File: src/rtl/qpsk_det_pkg.sv
// Shared types and constants for the QPSK preamble detector.
package qpsk_det_pkg;

    // Detector FSM: hunting for the preamble, or slicing payload symbols.
    typedef enum logic [0:0] {
        SEARCH  = 1'b0,
        PAYLOAD = 1'b1
    } state_t;

    // Symbol k sits at bits [2k+1:2k]; bit1 = I, bit0 = Q.
    localparam logic [31:0] DEFAULT_PREAMBLE = 32'hE41B_E41B;

    // Width needed to hold a bit-match score in 0..2*pl.
    function automatic int score_w(input int pl);
        return $clog2(2 * pl + 1);
    endfunction

endpackage

File: src/rtl/qpsk_preamble_detector_if.sv
// Sample-in / detection-out bundle of the QPSK preamble detector.
// Handshake: in_valid qualifies i_in/q_in for one cycle and there is no
// backpressure, so every cycle with in_valid high consumes one sample.
// preamble_det, sym_valid and frame_done are single-cycle strobes.
interface qpsk_preamble_detector_if
    import qpsk_det_pkg::*;
#(
    parameter int DATA_W  = 16,
    parameter int SCORE_W = score_w(16)
);
    logic                     in_valid;
    logic signed [DATA_W-1:0] i_in;
    logic signed [DATA_W-1:0] q_in;
    logic                     preamble_det;
    logic [SCORE_W-1:0]       score;
    logic [1:0]               sym_out;
    logic                     sym_valid;
    logic                     frame_done;
    logic                     busy;
    state_t                   fsm_state;

    // Sample source side.
    modport master (
        output in_valid, i_in, q_in,
        input  preamble_det, score, sym_out, sym_valid, frame_done, busy, fsm_state
    );

    // Detector side.
    modport slave (
        input  in_valid, i_in, q_in,
        output preamble_det, score, sym_out, sym_valid, frame_done, busy, fsm_state
    );
endinterface

File: src/rtl/qpsk_tap_correlator.sv
// Hard decisions, decision history and symbol-spaced preamble correlator.
// Only ages up to the oldest tap are kept: older decisions never reach a
// tap, so a longer history would be indistinguishable from this one.
module qpsk_tap_correlator
    import qpsk_det_pkg::*;
#(
    parameter int                        DATA_W           = 16,
    parameter int                        SAMPLES_PER_BIT  = 16,
    parameter int                        PREAMBLE_LEN     = 16,
    parameter logic [2*PREAMBLE_LEN-1:0] PREAMBLE_PATTERN = DEFAULT_PREAMBLE,
    parameter int                        THRESHOLD        = 30,
    localparam int                       SCORE_W          = score_w(PREAMBLE_LEN)
) (
    input  logic                     clk,
    input  logic                     rst,
    input  logic                     in_valid,
    input  logic signed [DATA_W-1:0] i_in,
    input  logic signed [DATA_W-1:0] q_in,
    output logic [1:0]               dec,
    output logic                     hit,
    output logic [SCORE_W-1:0]       score
);
    localparam int DEPTH  = PREAMBLE_LEN * SAMPLES_PER_BIT;
    localparam int SPAN   = (PREAMBLE_LEN - 1) * SAMPLES_PER_BIT;
    localparam int FILL_W = $clog2(DEPTH + 1);
    localparam logic signed [DATA_W-1:0] ZERO = '0;

    logic [2*SPAN-1:0]  hist;
    logic [2*SPAN+1:0]  hist_next;
    logic [SCORE_W-1:0] score_next;
    logic [FILL_W-1:0]  fill_cnt;
    logic               fill_ok;
    logic [1:0]         tap;
    logic [1:0]         match;

    // Zero counts as positive on both rails.
    assign dec       = {(i_in >= ZERO), (q_in >= ZERO)};
    assign hist_next = {hist, dec};
    // Counting the current sample, the window has seen a full preamble span.
    assign fill_ok   = (fill_cnt >= FILL_W'(DEPTH - 1));
    assign hit       = in_valid && fill_ok && (score_next >= SCORE_W'(THRESHOLD));

    // XNOR + popcount of the window that includes the incoming sample.
    always_comb begin
        score_next = '0;
        tap        = '0;
        match      = '0;
        for (int k = 0; k < PREAMBLE_LEN; k++) begin
            tap        = hist_next[2*(PREAMBLE_LEN-1-k)*SAMPLES_PER_BIT +: 2];
            match      = ~(tap ^ PREAMBLE_PATTERN[2*k +: 2]);
            score_next = score_next + SCORE_W'(match[1]) + SCORE_W'(match[0]);
        end
    end

    // History shift, saturating fill count and registered score, all frozen in gaps.
    always_ff @(posedge clk) begin
        if (rst) begin
            hist     <= '0;
            fill_cnt <= '0;
            score    <= '0;
        end else if (in_valid) begin
            hist  <= hist_next[2*SPAN-1:0];
            score <= score_next;
            if (fill_cnt != FILL_W'(DEPTH)) begin
                fill_cnt <= fill_cnt + 1'b1;
            end
        end
    end
endmodule

File: src/rtl/qpsk_preamble_detector.sv
// QPSK preamble detector: correlates the hard-decision stream against a fixed
// preamble, then slices PAYLOAD_SYMS symbols at mid-symbol and re-arms.
module qpsk_preamble_detector
    import qpsk_det_pkg::*;
#(
    parameter int                        DATA_W           = 16,
    parameter int                        SAMPLES_PER_BIT  = 16,
    parameter int                        PREAMBLE_LEN     = 16,
    parameter logic [2*PREAMBLE_LEN-1:0] PREAMBLE_PATTERN = DEFAULT_PREAMBLE,
    parameter int                        THRESHOLD        = 30,
    parameter int                        PAYLOAD_SYMS     = 6
) (
    input logic                    clk,
    input logic                    rst,
    qpsk_preamble_detector_if.slave bus
);
    localparam int SPB     = SAMPLES_PER_BIT;
    localparam int SCORE_W = score_w(PREAMBLE_LEN);
    localparam int SC_MAX  = SPB * PAYLOAD_SYMS + SPB / 2;
    localparam int SC_W    = $clog2(SC_MAX + 1);
    localparam int PC_W    = $clog2(PAYLOAD_SYMS + 1);

    state_t             state;
    logic [SC_W-1:0]    sc;
    logic [SC_W-1:0]    sc_inc;
    logic [SC_W-1:0]    cap_point;
    logic [PC_W-1:0]    pc;
    logic [1:0]         dec;
    logic               hit;
    logic [SCORE_W-1:0] score;
    logic               det_q;
    logic [1:0]         sym_q;
    logic               sym_valid_q;
    logic               frame_done_q;

    qpsk_tap_correlator #(
        .DATA_W           (DATA_W),
        .SAMPLES_PER_BIT  (SAMPLES_PER_BIT),
        .PREAMBLE_LEN     (PREAMBLE_LEN),
        .PREAMBLE_PATTERN (PREAMBLE_PATTERN),
        .THRESHOLD        (THRESHOLD)
    ) u_corr (
        .clk      (clk),
        .rst      (rst),
        .in_valid (bus.in_valid),
        .i_in     (bus.i_in),
        .q_in     (bus.q_in),
        .dec      (dec),
        .hit      (hit),
        .score    (score)
    );

    // Mid-symbol sample of payload symbol pc, counted from the detection sample.
    always_comb begin
        sc_inc    = sc + 1'b1;
        cap_point = SC_W'(SPB * (int'(pc) + 1) + SPB / 2);
    end

    // Detection / payload FSM with registered strobes; everything freezes in gaps.
    always_ff @(posedge clk) begin
        if (rst) begin
            state        <= SEARCH;
            sc           <= '0;
            pc           <= '0;
            det_q        <= 1'b0;
            sym_q        <= 2'b00;
            sym_valid_q  <= 1'b0;
            frame_done_q <= 1'b0;
        end else begin
            det_q        <= 1'b0;
            sym_valid_q  <= 1'b0;
            frame_done_q <= 1'b0;
            if (bus.in_valid) begin
                case (state)
                    SEARCH: begin
                        if (hit) begin
                            det_q <= 1'b1;
                            state <= PAYLOAD;
                            sc    <= '0;
                            pc    <= '0;
                        end
                    end
                    PAYLOAD: begin
                        // Correlator hits are ignored until the frame completes.
                        sc <= sc_inc;
                        if (sc_inc == cap_point) begin
                            sym_q       <= dec;
                            sym_valid_q <= 1'b1;
                            pc          <= pc + 1'b1;
                            if (pc == PC_W'(PAYLOAD_SYMS - 1)) begin
                                frame_done_q <= 1'b1;
                                state        <= SEARCH;
                            end
                        end
                    end
                    default: state <= SEARCH;
                endcase
            end
        end
    end

    assign bus.preamble_det = det_q;
    assign bus.score        = score;
    assign bus.sym_out      = sym_q;
    assign bus.sym_valid    = sym_valid_q;
    assign bus.frame_done   = frame_done_q;
    assign bus.busy         = (state == PAYLOAD);
    assign bus.fsm_state    = state;
endmodule

File: src/flat_wrapper.sv
// flat-port wrapper written by rule: the top's interface ports become plain ports
module qpsk_preamble_detector_flat import qpsk_det_pkg::*;
#(
    parameter int                        DATA_W           = 16,
    parameter int                        SAMPLES_PER_BIT  = 16,
    parameter int                        PREAMBLE_LEN     = 16,
    parameter logic [2*PREAMBLE_LEN-1:0] PREAMBLE_PATTERN = DEFAULT_PREAMBLE,
    parameter int                        THRESHOLD        = 30,
    parameter int                        PAYLOAD_SYMS     = 6
)
  (clk, rst, bus_in_valid, bus_i_in, bus_q_in, bus_preamble_det, bus_score, bus_sym_out, bus_sym_valid, bus_frame_done, bus_busy, bus_fsm_state);
  qpsk_preamble_detector_if #(.DATA_W(DATA_W)) bus_i ();
  input logic clk;
  input logic rst;
  input wire logic [$bits(bus_i.in_valid)-1:0] bus_in_valid;
  input wire logic [$bits(bus_i.i_in)-1:0] bus_i_in;
  input wire logic [$bits(bus_i.q_in)-1:0] bus_q_in;
  output wire logic [$bits(bus_i.preamble_det)-1:0] bus_preamble_det;
  output wire logic [$bits(bus_i.score)-1:0] bus_score;
  output wire logic [$bits(bus_i.sym_out)-1:0] bus_sym_out;
  output wire logic [$bits(bus_i.sym_valid)-1:0] bus_sym_valid;
  output wire logic [$bits(bus_i.frame_done)-1:0] bus_frame_done;
  output wire logic [$bits(bus_i.busy)-1:0] bus_busy;
  output wire logic [$bits(bus_i.fsm_state)-1:0] bus_fsm_state;
  assign bus_i.in_valid = bus_in_valid;
  assign bus_i.i_in = bus_i_in;
  assign bus_i.q_in = bus_q_in;
  assign bus_preamble_det = bus_i.preamble_det;
  assign bus_score = bus_i.score;
  assign bus_sym_out = bus_i.sym_out;
  assign bus_sym_valid = bus_i.sym_valid;
  assign bus_frame_done = bus_i.frame_done;
  assign bus_busy = bus_i.busy;
  assign bus_fsm_state = bus_i.fsm_state;
  qpsk_preamble_detector #(.DATA_W(DATA_W), .SAMPLES_PER_BIT(SAMPLES_PER_BIT), .PREAMBLE_LEN(PREAMBLE_LEN), .PREAMBLE_PATTERN(PREAMBLE_PATTERN), .THRESHOLD(THRESHOLD), .PAYLOAD_SYMS(PAYLOAD_SYMS)) u_core (.clk(clk), .rst(rst), .bus(bus_i));
endmodule
File: config.mk
export PLATFORM = sky130hd
export DESIGN_NAME = qpsk_preamble_detector_flat
export DESIGN_NICKNAME = d
export VERILOG_FILES = /design/src/rtl/qpsk_det_pkg.sv /design/src/rtl/qpsk_preamble_detector_if.sv /design/src/rtl/qpsk_tap_correlator.sv /design/src/rtl/qpsk_preamble_detector.sv /design/src/flat_wrapper.sv
export SDC_FILE = /design/constraint.sdc
export NUM_CORES = 1
export LEC_CHECK = 0
export BUFFER_PORTS_ARGS = -buffer_cell sky130_fd_sc_hd__buf_4
export CAP_MARGIN = 10
export CORE_MARGIN = 3
export CORE_UTILIZATION = 30
export DETAILED_ROUTE_END_ITERATION = 16
export PLACE_DENSITY_LB_ADDON = 0.2
export SYNTH_ARGS = -nofsm -noshare
export SYNTH_HDL_FRONTEND = slang
export SYNTH_SLANG_ARGS = --single-unit
File: constraint.sdc
create_clock -name clk -period 5.6 [get_ports clk]
set_input_delay 0.28 -clock clk [delete_from_list [all_inputs] [get_ports clk]]
set_output_delay 0.28 -clock clk [all_outputs]
set_load 0.1 [all_outputs]
# Word-level counts from Yosys, hierarchy flattened
# Cells that the tools add are included.
[word_totals]
reg_bits = 511
latch_bits = 0
ram_bits = 0
mem_bits_ro = 0
in_bits = 35
out_inout_bits = 13
wordCells = 106
memories = 0
[classes]
n_addsub = 36
mul = 0
n_div = 0
n_lt_le_gt_ge = 4
eq_ne = 5
shift = 0
mux = 11
n_bitwise = 31
n_reduce_logical = 9
[ops]
columns = ["op", "count"]
rows = [
  ["6-bit by 1-bit adder with 6-bit output", 26],
  ["2-bit NOT", 20],
  ["16-bit by 1-bit >= comparator with 1-bit output, second input constant", 2],
  ["7-bit one-hot mux with 2 select lines", 1],
  ["1-bit NOT", 11],
  ["9-bit by 1-bit adder with 9-bit output, second input constant", 1],
  ["9-bit by 8-bit >= comparator with 1-bit output, second input constant", 1],
  ["9-bit != test, second input constant", 1],
  ["7-bit by 1-bit adder with 7-bit output, second input constant", 1],
  ["7-bit by 5-bit adder with 7-bit output, second input constant", 1],
  ["7-bit equality test", 1],
  ["7-bit two-way mux", 1],
  ["3-bit by 1-bit adder with 3-bit output, second input constant", 2],
  ["5-bit by 1-bit adder with 6-bit output", 1],
  ["6-bit by 5-bit >= comparator with 1-bit output, second input constant", 1],
  ["3-bit two-way mux", 2],
  ["3-bit one-hot mux with 2 select lines", 1],
  ["3-bit AND reduction", 2],
  ["3-bit OR reduction", 2],
  ["4-bit by 1-bit adder with 5-bit output", 1],
  ["1-bit two-way mux", 5],
  ["3-bit by 1-bit adder with 4-bit output", 1],
  ["2-bit AND reduction", 2],
  ["4-bit OR reduction", 1],
  ["7 further kinds", 8],
]

# Depth between registers and ports, before layout
# Gate-level depths: netlist of run 1.
[logic_depth]
word_depth = 37
ltp_mapped = 20
mapped_depth_nobuf = 20

# Cells and area by module
# Synthesis of run 1 repeated with hierarchy kept, for this count alone.
[hier_totals]
cells_unflattened = 1825
area_unflattened_um2 = 19237.2
[modules_own_cells]
columns = ["mod", "instances", "cells_per_inst", "area_each_um2", "seq_area_each_um2"]
rows = [
  ["qpsk_tap_correlator", 1, 1721, 18323.8, 9909.5],
  ["qpsk_preamble_detector", 1, 104, 913.4, 320.3],
]

# Worst setup path before layout of run 1
# Ideal clock, no wire load.
[synth_timing]
kind = "flip-flop to flip-flop"
start = "register u_core.u_corr.hist[319]"
end = "register u_core.pc[2]"
setup_ps = 133
t_arrival_ps = 5246
t_required_ps = 5467
slack_ps = 220
path_stages_with_launch = 20
path_buffers = 0
synth_period_minus_slack_ps = 5380
path_cell_list = "dfxtp_1 -> inv_1 -> fa_1 -> inv_1 -> fa_1 -> inv_1 -> fa_1 -> inv_1 -> fa_1 -> inv_1 -> fa_1 -> fa_1 -> ha_1 -> fa_1 -> xnor2_1 -> a311o_1 -> nor4_1 -> o21ai_0 -> o21ai_0 -> o21ai_0"
[synth_between]
elab_chain_cells = 27
[synth_rtl]
columns = ["item", "line", "text"]
rows = [
  ["from (decl)", "qpsk_tap_correlator.sv:28", "logic [2*SPAN-1:0] hist;"],
  ["from (signal assigned)", "qpsk_tap_correlator.sv:62", "hist <= hist_next[2*SPAN-1:0];"],
  ["2-bit NOT", "qpsk_tap_correlator.sv:50", "match = ~(tap ^ PREAMBLE_PATTERN[2*k +: 2]);"],
  ["6-bit by 1-bit adder with 6-bit output (22 in a row)", "qpsk_tap_correlator.sv:51", "score_next = score_next + SCORE_W'(match[1]) + SCORE_W'(match[0]);"],
  ["6-bit by 5-bit >= comparator with 1-bit output", "qpsk_tap_correlator.sv:41", "assign hit = in_valid && fill_ok && (score_next >= SCORE_W'(THRESHOLD));"],
  ["1-bit logical AND", "qpsk_tap_correlator.sv:41", ""],
  ["2-bit by 1-bit != test with 1-bit output (no line)", "-", ""],
  ["3-bit AND reduction (no line)", "-", ""],
  ["to (signal assigned)", "qpsk_preamble_detector.sv:89", "pc <= pc + 1'b1;"],
  ["to (decl)", "qpsk_preamble_detector.sv:27", "logic [PC_W-1:0] pc;"],
]
# No other way between the ends.
# A chain may end at the register's enable or synchronous reset.

# Worst setup path after layout of run 1
[layout_timing]
start = "input bus_i_in[15]"
end = "register u_core.sc[3]"
[layout_between]
elab_chain_cells = 9
[layout_rtl]
columns = ["item", "line", "text"]
rows = [
  ["from (decl)", "flat_wrapper.sv:16", "input wire logic [$bits(bus_i.i_in)-1:0] bus_i_in;"],
  ["16-bit by 1-bit >= comparator with 1-bit output", "qpsk_tap_correlator.sv:37", "assign dec = {(i_in >= ZERO), (q_in >= ZERO)};"],
  ["net u_core.dec[1]", "qpsk_preamble_detector.sv:28", "logic [1:0] dec;"],
  ["2-bit NOT (no line)", "-", ""],
  ["2-bit NOT", "qpsk_tap_correlator.sv:50", ""],
  ["6-bit by 1-bit adder with 6-bit output (2 in a row)", "qpsk_tap_correlator.sv:51", ""],
  ["6-bit by 5-bit >= comparator with 1-bit output", "qpsk_tap_correlator.sv:41", ""],
  ["1-bit logical AND", "qpsk_tap_correlator.sv:41", ""],
  ["2-bit by 1-bit != test with 1-bit output (no line)", "-", ""],
  ["2-bit AND reduction (no line)", "-", ""],
  ["to (signal assigned)", "qpsk_preamble_detector.sv:85", "sc <= sc_inc;"],
  ["to (decl)", "qpsk_preamble_detector.sv:24", "logic [SC_W-1:0] sc;"],
]
# The timed path passes the listed nets, and every way through them passes these cells.

==> flow_summary.toml, run 1 <==
[layout]
n_antenna_cell = 0
area_growth_syn_to_layout_pct = 15.3
multi_input_area_um2 = 8100
final_nets = 1866
layout-drive-gt1-share_pct = 8.35
design_area_um2 = 21800
fill_cells = 6232
ff_latch_area_um2 = 10200

[place]
dpl.hpwl_mm = 17.7
place.gp.congestion = 0.663
numPortBuffers = 17
placed_cell_area_um2 = 19900
pre_cts_slack_ns = -0.185

[synth]
synth_mux_area_share_pct = 25.7
synth-compound-area-share_pct = 1.10
dominantRegCellSynth = "dfxtp_1"
ys_types = 44
netlist_instances = 1798
seq_area_frac_synth_pct = 54.1
synthArstFlopShare_pct = 0
syn-num-nets = 1870
synth-seq-cells = 511
synth_top_family_by_area = "multiplexers"
synthXorXnorAreaFrac_pct = 0.748
synthSimpleGateAreaFrac_pct = 11.6
yosys.area_share.adder_pct = 3.40
synth_edf_count = 0
synth_area_um2 = 18900
avgSynthCellArea_um2 = 10.5
yosys_warnings = 0

[floorplanning]
die_x_um = 257
dieArea_um2 = 66100
core_area_um2 = 62100
rows = 91
die_h_um = 257
io_pins = 48
initial_utilization_pct = 30.5

[route]
drt_first_iter_violations = 642
wirelength_mm = 31.2
detail-route-antenna-nets = 0
vias = 11300
wl_per_cell_um = 11.7
drt_pre_antenna_iters = 6
viasPerCell = 4.25
drc_errors = 0

[timing]
maxSlewHeadroom_pct = 31.1
slew_viol_final = 0
period_minus_slack_ns = 5.49
grt_setup_unrepaired = "true"
tightest_slew_ns = 1.03
setup_viol = 0
finalWorstSetupSlack_ns = 0.113
hold_viol_final = 0
layout_worst_path_cycle_share_pct = 98.0
max_freq_ghz = 0.182
clock_skew_ns = 0.0218

[critical_path]
arrival_ns = 5.92
rr_startpoint = "u_core.u_corr.hist[383]$_SDFFE_PP0P_"
reg2reg_to = "u_core.sc[3]$_SDFFE_PP0P_"
path_class = "in -> reg"
critPathMaxFanout = 3
r2r_cells = 18
r2r_slack_ns = 0.12
crit_required_ns = 6.03
endpoint_kind = "register"
start_kind = "input pin"

[grt]
track_usage_pct = 9.50
grt_pass1_vias = 11200
grt_pass1_wl_mm = 54.3
antenna_found_initial = 0
grt_max_degree = 166
overflow = 0

[min_path]
hold_start = "rst"
hold_path_depth = 2
min_path_type = "in -> reg"
min_to = "u_core.u_corr.hist[456]$_SDFFE_PP0P_"

[clock_tree]
numClockSinks = 511
cts.path.max_buffers = 3
cts_made_buffers = 56
cts_max_level = 2
clk_pin_slew_ns = 0.06
cts_tree = "yes"
cts-root-buf = "clkbuf_16"
clock_latency_ns = 0.59

[run]
drv_cap = 0

[pwr]
ir_drop_mv = 0.193
power_leakage_nw = 9.49
powerDensity_nw_per_um2 = 343

[status]
status = "finished clean"
[placed cells by master (no fill, tap or decap), types with 4 or more instances in the layout]
cell | Yosys | routed
ha_1 | 13 | 12
a211oi_1 | 4 | 4
buf_4 | 1 | 42
and3_1 | 6 | 6
fa_1 | 24 | 23
a21oi_1 | 5 | 5
mux2i_1 | 485 | 485
nand2_1 | 12 | 12
clkinv_2 | 0 | 5
clkbuf_1 | 78 | 18
nor3_1 | 5 | 4
buf_12 | 0 | 4
xnor2_1 | 5 | 4
clkbuf_16 | 0 | 56
inv_1 | 53 | 51
nor2_1 | 504 | 502
dfxtp_1 | 511 | 508
nand3_1 | 7 | 7
clkbuf_8 | 0 | 12
xor2_1 | 6 | 6
[synthesized netlist by cell type, types with 2 or more instances]
master	n	area share, %
fa_1	24	2.5
xnor3_1	2	0.24
nor3_1	5	0.13
buf_2	2	0.053
a2111oi_0	2	0.093
inv_1	53	1.1
o21ai_0	6	0.16
nor2_1	504	10
nand2b_1	3	0.099
and4_1	2	0.093
and2_1	2	0.066
dfxtp_1	511	54
xnor2_1	5	0.23
and3_1	6	0.20
a211o_1	2	0.093
xor2_1	6	0.28
a211oi_1	4	0.16
clkbuf_1	78	1.5
mux2i_1	485	26
buf_1	33	0.66
nand2_1	12	0.24
ha_1	13	0.86
nor4_1	4	0.13
a311o_1	2	0.11
a21oi_1	5	0.13
nand4_1	3	0.099
nand3_1	7	0.19
[final cells by class]
| type | instances | share of cell area, % |
|---|---|---|
| Timing Repair Buffer | 53 | 2.20 |
| Inverter | 53 | 0.913 |
| Clock inverter | 11 | 0.476 |
| Tap cell | 837 | 4.80 |
| Multi-Input combinational cell | 1119 | 37.2 |
| Sequential cell | 511 | 46.9 |
| Clock buffer | 86 | 7.50 |
[logic make-up after synthesis]
logic type      Yosys count
compound gates           29
xor+xnor                 13
fa+ha+maj                37
buf+inv                 168
flops                   511
mux                     485
simple gates            555
[report_power, final]
group | switching (mW) | internal (mW) | leakage [nW]
registers | 0.00767 | 3.65 | 4.12
logic | 0.238 | 0.146 | 4.52
clock network | 1.40 | 2.04 | 0.848
[sequential cells by signal, indices dropped and copies added, names as in the netlist]
name	cells
u_core.bus.frame_done	1
u_core.u_corr.hist	480
u_core.u_corr.score	6
u_core.bus.busy	1
u_core.u_corr.fill_cnt	9
u_core.sc	7
u_core.bus.sym_valid	1
u_core.pc	3
u_core.bus.sym_out	2
u_core.bus.preamble_det	1
[how the worst max path moves through the flow]
stage / start / endpoint / slack, ns / cells after the start
global placement: bus_q_in[15] / u_core.sc[0]$_SDFFE_PP0P_ / -0.11 / 20
global route: u_core.u_corr.hist[319]$_SDFFE_PP0P_ / u_core.sc[0]$_SDFFE_PP0P_ / -0.1 / 21
floorplan: u_core.u_corr.hist[319]$_SDFFE_PP0P_ / u_core.pc[2]$_SDFFE_PP0P_ / 0.22 / 19
finish: bus_i_in[15] / u_core.sc[3]$_SDFFE_PP0P_ / 0.11 / 20
CTS: u_core.u_corr.hist[319]$_SDFFE_PP0P_ / u_core.sc[0]$_SDFFE_PP0P_ / 0.01 / 21
detailed placement: bus_q_in[15] / u_core.sc[6]$_SDFFE_PP0P_ / -0.19 / 18
[metal layers]
metal  up-vias  wire length, µm  share of wire (%)  global-route usage (%)
met4         0              873                2.8                    3.70
met2        82            13600                 44                    15.0
met3        63              971                3.1                    1.98
li1       5953                -                  -                       -
met5         -                0                  0                       0
met1      5246            15800                 50                    12.7
[worst max-delay path: stages]
cell and delay (ns):
dlygate4sd3_1 0.54, buf_4 0.14, inv_1 0.09, fa_1 0.47, fa_1 0.48, fa_1 0.54, inv_2 0.04, fa_1 0.49
inv_1 0.05, fa_1 0.49, fa_1 0.46, ha_4 0.19, fa_2 0.38, xnor2_2 0.15, a311o_1 0.33, nor4_2 0.29
o21ai_2 0.13, nor2_2 0.20, buf_6 0.14, nor4_1 0.04
[timing repair]
| item | in CTS | in global routing |
|---|---|---|
| gates resized for setup | 3 | 23 |
| endpoints found under the setup margin | 8 | 12 |
| hold endpoints to repair | 2 | 0 |
| hold buffers | 2 | 0 |
| buffers inserted | 0 | 2 |
| pin swaps | 1 | 9 |
[through the flow]
stage	setup TNS (ns)	cells	hold slack (ns)	power (mW)	utilization, %
global placement	-0.568	2569	0.472	4.11	32.1
CTS	0	2668	0.142	7.64	35.0
detailed placement	-1.23	2569	0.476	4.11	32.1
global route	-0.422	2670	0.180	7.81	35.1
floorplan	0	1798	0.379	4.02	-
finish	0	2670	0.139	7.47	35.1
Note: power is estimated with default switching activity, not from simulation.
==> run 2, diff against run 1 <==
--- a/config.mk
+++ b/config.mk
@@ -7,10 +7,11 @@
 export LEC_CHECK = 0
 export BUFFER_PORTS_ARGS = -buffer_cell sky130_fd_sc_hd__buf_4
 export CAP_MARGIN = 10
-export CORE_MARGIN = 3
 export CORE_UTILIZATION = 30
 export DETAILED_ROUTE_END_ITERATION = 16
+export GPL_ROUTABILITY_DRIVEN = 0
 export PLACE_DENSITY_LB_ADDON = 0.2
+export SLEW_MARGIN = 20
 export SYNTH_ARGS = -nofsm -noshare
 export SYNTH_HDL_FRONTEND = slang
 export SYNTH_SLANG_ARGS = --single-unit
==> flow_summary.toml, run 2 (synthesis gave the netlist of run 1 again) <==
[status]
status = "finished clean"

[pwr]
p_seq_share_pct = 47.9
clockPowerShare_pct = 47.1
power_leakage_nw = 9.51
intPower_mw = 5.94
p_sw_share_pct = 22.1
ir_drop_mv = 0.218
power_mw = 7.63
powerDensity_nw_per_um2 = 349
p_switching_mw = 1.69
combPwrFrac_pct = 5.0

[grt]
antenna_found_initial = 0
track_usage_pct = 9.75
grt_max_degree = 180
grt_pass1_vias = 10800
grt_pass1_wl_mm = 52.8
overflow = 0

[min_path]
min_path_type = "in -> reg"
hold_start = "rst"
hold_path_depth = 2
min_to = "u_core.u_corr.score[0]$_SDFFE_PP0P_"

[route]
detail-route-antenna-nets = 0
drt_pre_antenna_iters = 4
wirelength_mm = 30.9
drt_first_iter_violations = 611
viasPerCell = 4.25
wl_per_cell_um = 11.6
drc_errors = 0
vias = 11300

[critical_path]
path_class = "reg -> reg"
cp_top_family = "adder cells"
arrival_ns = 5.84
worstPathBufferInverterCount = 6
cpMaxStageDelayCell = "fa_2"
max_stage_delay_ns = 0.55
reg2reg_to = "u_core.pc[1]$_SDFFE_PP0P_"
endpoint_kind = "register"
rr_startpoint = "u_core.u_corr.hist[287]$_SDFFE_PP0P_"
crit_path_frequent_cell = "fa_1"
critPathMaxFanout = 4
start_kind = "register"
r2r_cells = 19
crit_path_cell_trace = "fa_1 > inv_1 > fa_1 > inv_2 > fa_1 > inv_1 > fa_1 > inv_2 > fa_1 > fa_1 > ha_2 > fa_2 > inv_2 > a311o_1 > nor4_4 > o21ai_4 > o21ai_1 > buf_4 > o32ai_2"
crit_required_ns = 6.05
r2r_slack_ns = 0.20

[clock_tree]
clk_pin_slew_ns = 0.06
cts-root-buf = "clkbuf_16"
numClockSinks = 511
cts_tree = "yes"
cts.path.max_buffers = 3
clock_latency_ns = 0.60
cts_max_level = 2
cts_made_buffers = 54

[place]
numPortBuffers = 17
dpl.hpwl_mm = 17.5

[layout]
final_cell_mix = "509 x dfxtp_1, 503 x nor2_1, 485 x mux2i_1"
layout-drive-gt1-share_pct = 8.75
reg_top3 = "u_core.u_corr.hist: 480 flops, u_core.u_corr.fill_cnt: 9 flops, u_core.sc: 7 flops"
largest-register = "u_core.u_corr.hist"
final_util_pct = 35.3
n_antenna_cell = 0
area_growth_syn_to_layout_pct = 15.6
fill_cells = 6275
final_nets = 1858
final_common_cell = "dfxtp_1"
largest_reg_flops = 480

[timing]
slew_viol_final = 0
period_minus_slack_ns = 5.40
maxSlewHeadroom_pct = 33.2
timing.hold.ws_ns = 0.0831
setup_viol = 0
timing.setup.tns_ns = 0
clock_skew_ns = 0.0200
max_freq_ghz = 0.185
layout_worst_path_cycle_share_pct = 96.4
tightest_slew_ns = 1.00
grt_setup_unrepaired = "true"
hold_viol_final = 0

[floorplanning]
die_x_um = 253
core_area_um2 = 61900
die_h_um = 253
rows = 91
io_pins = 48
dieArea_um2 = 64000
initial_utilization_pct = 30.5

[run]
drv_cap = 0
-- run 2: cell count changes in the layout (fill, tap and decap cells not counted), sizes merged --
cell | previous run | this run
bufinv | 1 | 3
buf | 51 | 45
clkinv | 6 | 10
clkinvlp | 2 | 1
clkbuf | 86 | 80
inv | 55 | 57
-- run 2: routing by layer --
layer,track usage (%),wire (µm)
met4,3.60,788
met3,2.40,1020
met2,15.0,13300
met5,0,0
met1,13.1,15900
-- run 2: power groups by stage --
| stage | sequential [mW] | clock (mW) | combinational [mW] |
|---|---|---|---|
| floorplan | 3.76 | 0 | 0.259 |
| global placement | 3.73 | 0 | 0.367 |
| detailed placement | 3.73 | 0 | 0.370 |
| CTS | 3.65 | 3.76 | 0.372 |
| global route | 3.65 | 3.90 | 0.418 |
| finish | 3.65 | 3.60 | 0.384 |
-- run 2: worst max path at each step --
stage	endpoint	cells past startpoint	slack, ns	from
6_report	u_core.pc[1]$_SDFFE_PP0P_	19	0.20	u_core.u_corr.hist[287]$_SDFFE_PP0P_
5_1_grt	u_core.sc[4]$_SDFFE_PP0P_	20	-0.02	u_core.u_corr.hist[351]$_SDFFE_PP0P_
4_1_cts	u_core.sc[4]$_SDFFE_PP0P_	20	0.0007	u_core.u_corr.hist[319]$_SDFFE_PP0P_
3_5_place_dp	u_core.sc[4]$_SDFFE_PP0P_	19	-0.21	bus_q_in[15]
3_3_place_gp	u_core.sc[4]$_SDFFE_PP0P_	19	-0.14	bus_q_in[15]
2_1_floorplan	u_core.pc[2]$_SDFFE_PP0P_	19	0.22	u_core.u_corr.hist[319]$_SDFFE_PP0P_
-- run 2: what timing repair did --
item / CTS / global route
setup endpoints to repair: 11 / 12
gates resized for setup: 4 / 25
buffers inserted: 1 / 1
endpoints found under the hold margin: 3 / 0
hold buffers: 2 / 0
pin swaps: 5 / 15
-- run 2: layout make-up --
class	count	area, µm²	area share, %
tap	837	1050	4.79
inverter	53	199	0.910
sequential	511	10200	46.8
clock inverter	18	194	0.887
multi-input combinational	1119	8140	37.2
timing repair buffer	47	414	1.90
clock buffer	80	1630	7.46
-- run 2: metrics by stage --
stage | setup WS, ns | instances | area (µm²)
2_1_floorplan | 0.220 | 1798 | 18900
3_3_place_gp | -0.143 | 2563 | 19900
3_5_place_dp | -0.207 | 2563 | 19900
4_1_cts | 0.000674 | 2664 | 21700
5_1_grt | -0.0156 | 2665 | 21900
6_report | 0.203 | 2665 | 21900
==> run 3, diff against run 2 <==
--- a/config.mk
+++ b/config.mk
@@ -7,11 +7,11 @@
 export LEC_CHECK = 0
 export BUFFER_PORTS_ARGS = -buffer_cell sky130_fd_sc_hd__buf_4
 export CAP_MARGIN = 10
-export CORE_UTILIZATION = 30
+export CORE_UTILIZATION = 34
 export DETAILED_ROUTE_END_ITERATION = 16
 export GPL_ROUTABILITY_DRIVEN = 0
 export PLACE_DENSITY_LB_ADDON = 0.2
-export SLEW_MARGIN = 20
+export SLEW_MARGIN = 0
 export SYNTH_ARGS = -nofsm -noshare
 export SYNTH_HDL_FRONTEND = slang
 export SYNTH_SLANG_ARGS = --single-unit
==> flow_summary.toml, run 3 (synthesis gave the netlist of run 1 again) <==
[critical_path]
crit_required_ns = 6.05
start_kind = "register"
path_class = "reg -> reg"
arrival_ns = 5.94
critPathMaxFanout = 4
endpoint_kind = "register"

[timing]
hold_viol_final = 0
setup_viol = 0
tightest_slew_ns = 1.18
slew_viol_final = 0
timing.hold.ws_ns = 0.0546
clock_skew_ns = 0.0102
layout_worst_path_cycle_share_pct = 98.0
max_freq_ghz = 0.182
period_minus_slack_ns = 5.49
finalWorstSetupSlack_ns = 0.115
timing.setup.tns_ns = 0
maxSlewHeadroom_pct = 21.0
grt_setup_unrepaired = "true"

[route]
viasPerCell = 4.41
drc_errors = 0
wl_per_cell_um = 11.8
wirelength_mm = 30.3
drt_first_iter_violations = 633
drt_pre_antenna_iters = 4
detail-route-antenna-nets = 0
vias = 11400

[clock_tree]
cts.path.max_buffers = 3
cts-root-buf = "clkbuf_16"
cts_made_buffers = 54
cts_tree = "yes"
numClockSinks = 511
clock_latency_ns = 0.59
clk_pin_slew_ns = 0.06
cts_max_level = 2

[layout]
final_cell_mix = "509 x dfxtp_1, 503 x nor2_1, 485 x mux2i_1"
reg_top3 = "u_core.u_corr.hist: 480 flops, u_core.u_corr.fill_cnt: 9 flops, u_core.sc: 7 flops"
final_nets = 1860
layout-drive-gt1-share_pct = 8.26
area_growth_syn_to_layout_pct = 14.4
largest_reg_flops = 480
largest-register = "u_core.u_corr.hist"
n_antenna_cell = 0
final_common_cell = "dfxtp_1"

[pwr]
power_leakage_nw = 9.47
ir_drop_mv = 0.212
powerDensity_nw_per_um2 = 346
power_mw = 7.47

[floorplanning]
core_area_um2 = 55000
rows = 86
die_h_um = 238
io_pins = 48
die_x_um = 238
initial_utilization_pct = 34.4
dieArea_um2 = 56600

[run]
drv_cap = 0

[grt]
antenna_found_initial = 0
grt_max_degree = 244
grt_pass1_vias = 10900
track_usage_pct = 10.8
overflow = 0
grt_pass1_wl_mm = 51.9

[status]
status = "finished clean"

[place]
numPortBuffers = 17
pre_cts_slack_ns = -0.256
dpl.hpwl_mm = 17.0

[min_path]
min_path_type = "in -> reg"
run 3: cell count changes in the layout (fill, tap and decap cells not counted), moves of 2 or more:
cell / delta
inv_2: -2
clkbuf_8: -5
clkbuf_1: +5
inv_6: -2
nor4_2: +2
a2111oi_4: -2
inv_1: +2
run 3: final timing paths:
| check | start | end | slack, ns | depth (start not counted) |
|---|---|---|---|---|
| worst max-delay path | u_core.u_corr.hist[319]$_SDFFE_PP0P_ | u_core.pc[1]$_SDFFE_PP0P_ | 0.11 | 21 |
| worst min-delay path | rst | u_core.u_corr.hist[264]$_SDFFE_PP0P_ | 0.05 | 2 |
| worst max register to register | u_core.u_corr.hist[319]$_SDFFE_PP0P_ | u_core.pc[1]$_SDFFE_PP0P_ | 0.11 | 21 |
| worst min register to register | u_core.u_corr.hist[339]$_SDFFE_PP0P_ | u_core.u_corr.hist[341]$_SDFFE_PP0P_ | 0.48 | 2 |
run 3: area by class of cell:
| class | count | area [µm²] |
|---|---|---|
| Clock buffer | 80 | 1580 |
| Clock inverter | 15 | 139 |
| Fill cell | 5362 | 33400 |
| Inverter | 53 | 199 |
| Multi-Input combinational cell | 1119 | 8090 |
| Sequential cell | 511 | 10200 |
| Tap cell | 748 | 936 |
| Timing Repair Buffer | 49 | 445 |
run 3: power by group:
group	switching [mW]	leakage, nW	internal (mW)	total (mW)
Clock	1.41	0.855	2.03	3.44
Combinational	0.235	4.50	0.144	0.378
Sequential	0.00769	4.12	3.65	3.65
Total	1.65	9.47	5.82	7.47
run 3: per-layer routing:
metal | vias to the layer above | GRT usage, % | part of all wire, %
li1 | 5951 | - | -
met1 | 5272 | 14.3 | 50
met2 | 87 | 16.8 | 43
met3 | 58 | 2.41 | 3.4
met4 | 0 | 4.91 | 3.0
met5 | - | 0 | 0
run 3: repair_timing:
| action | in CTS | in global routing |
|---|---|---|
| gates resized for setup | 3 | 20 |
| gates cloned | 0 | 0 |
| pin swaps | 0 | 7 |
| hold buffers | 2 | 0 |
| endpoints found under the hold margin | 2 | 0 |
| endpoints found under the setup margin | 9 | 12 |
| buffers inserted | 0 | 2 |
run 3: metrics by stage:
step / instance area [µm²] / cells / util [%]
2_1_floorplan: 18900 / 1798 / -
3_3_place_gp: 19800 / 2476 / 36.0
3_5_place_dp: 19800 / 2476 / 36.0
4_1_cts: 21500 / 2573 / 39.2
5_1_grt: 21600 / 2575 / 39.3
6_report: 21600 / 2575 / 39.3
run 3: critical path, stage by stage, from the launching register on:
cell     delay [ns]
dfxtp_2        0.33
inv_2          0.04
fa_1           0.51
inv_2          0.04
fa_1           0.47
inv_1          0.05
fa_1           0.50
inv_2          0.04
fa_1           0.52
inv_1          0.06
fa_1           0.49
fa_1           0.41
ha_2           0.20
fa_2           0.55
inv_2          0.03
a311o_1        0.30
nor4_2         0.26
o21ai_1        0.08
buf_4          0.16
o21ai_2        0.13
buf_6          0.12
o32ai_2        0.05
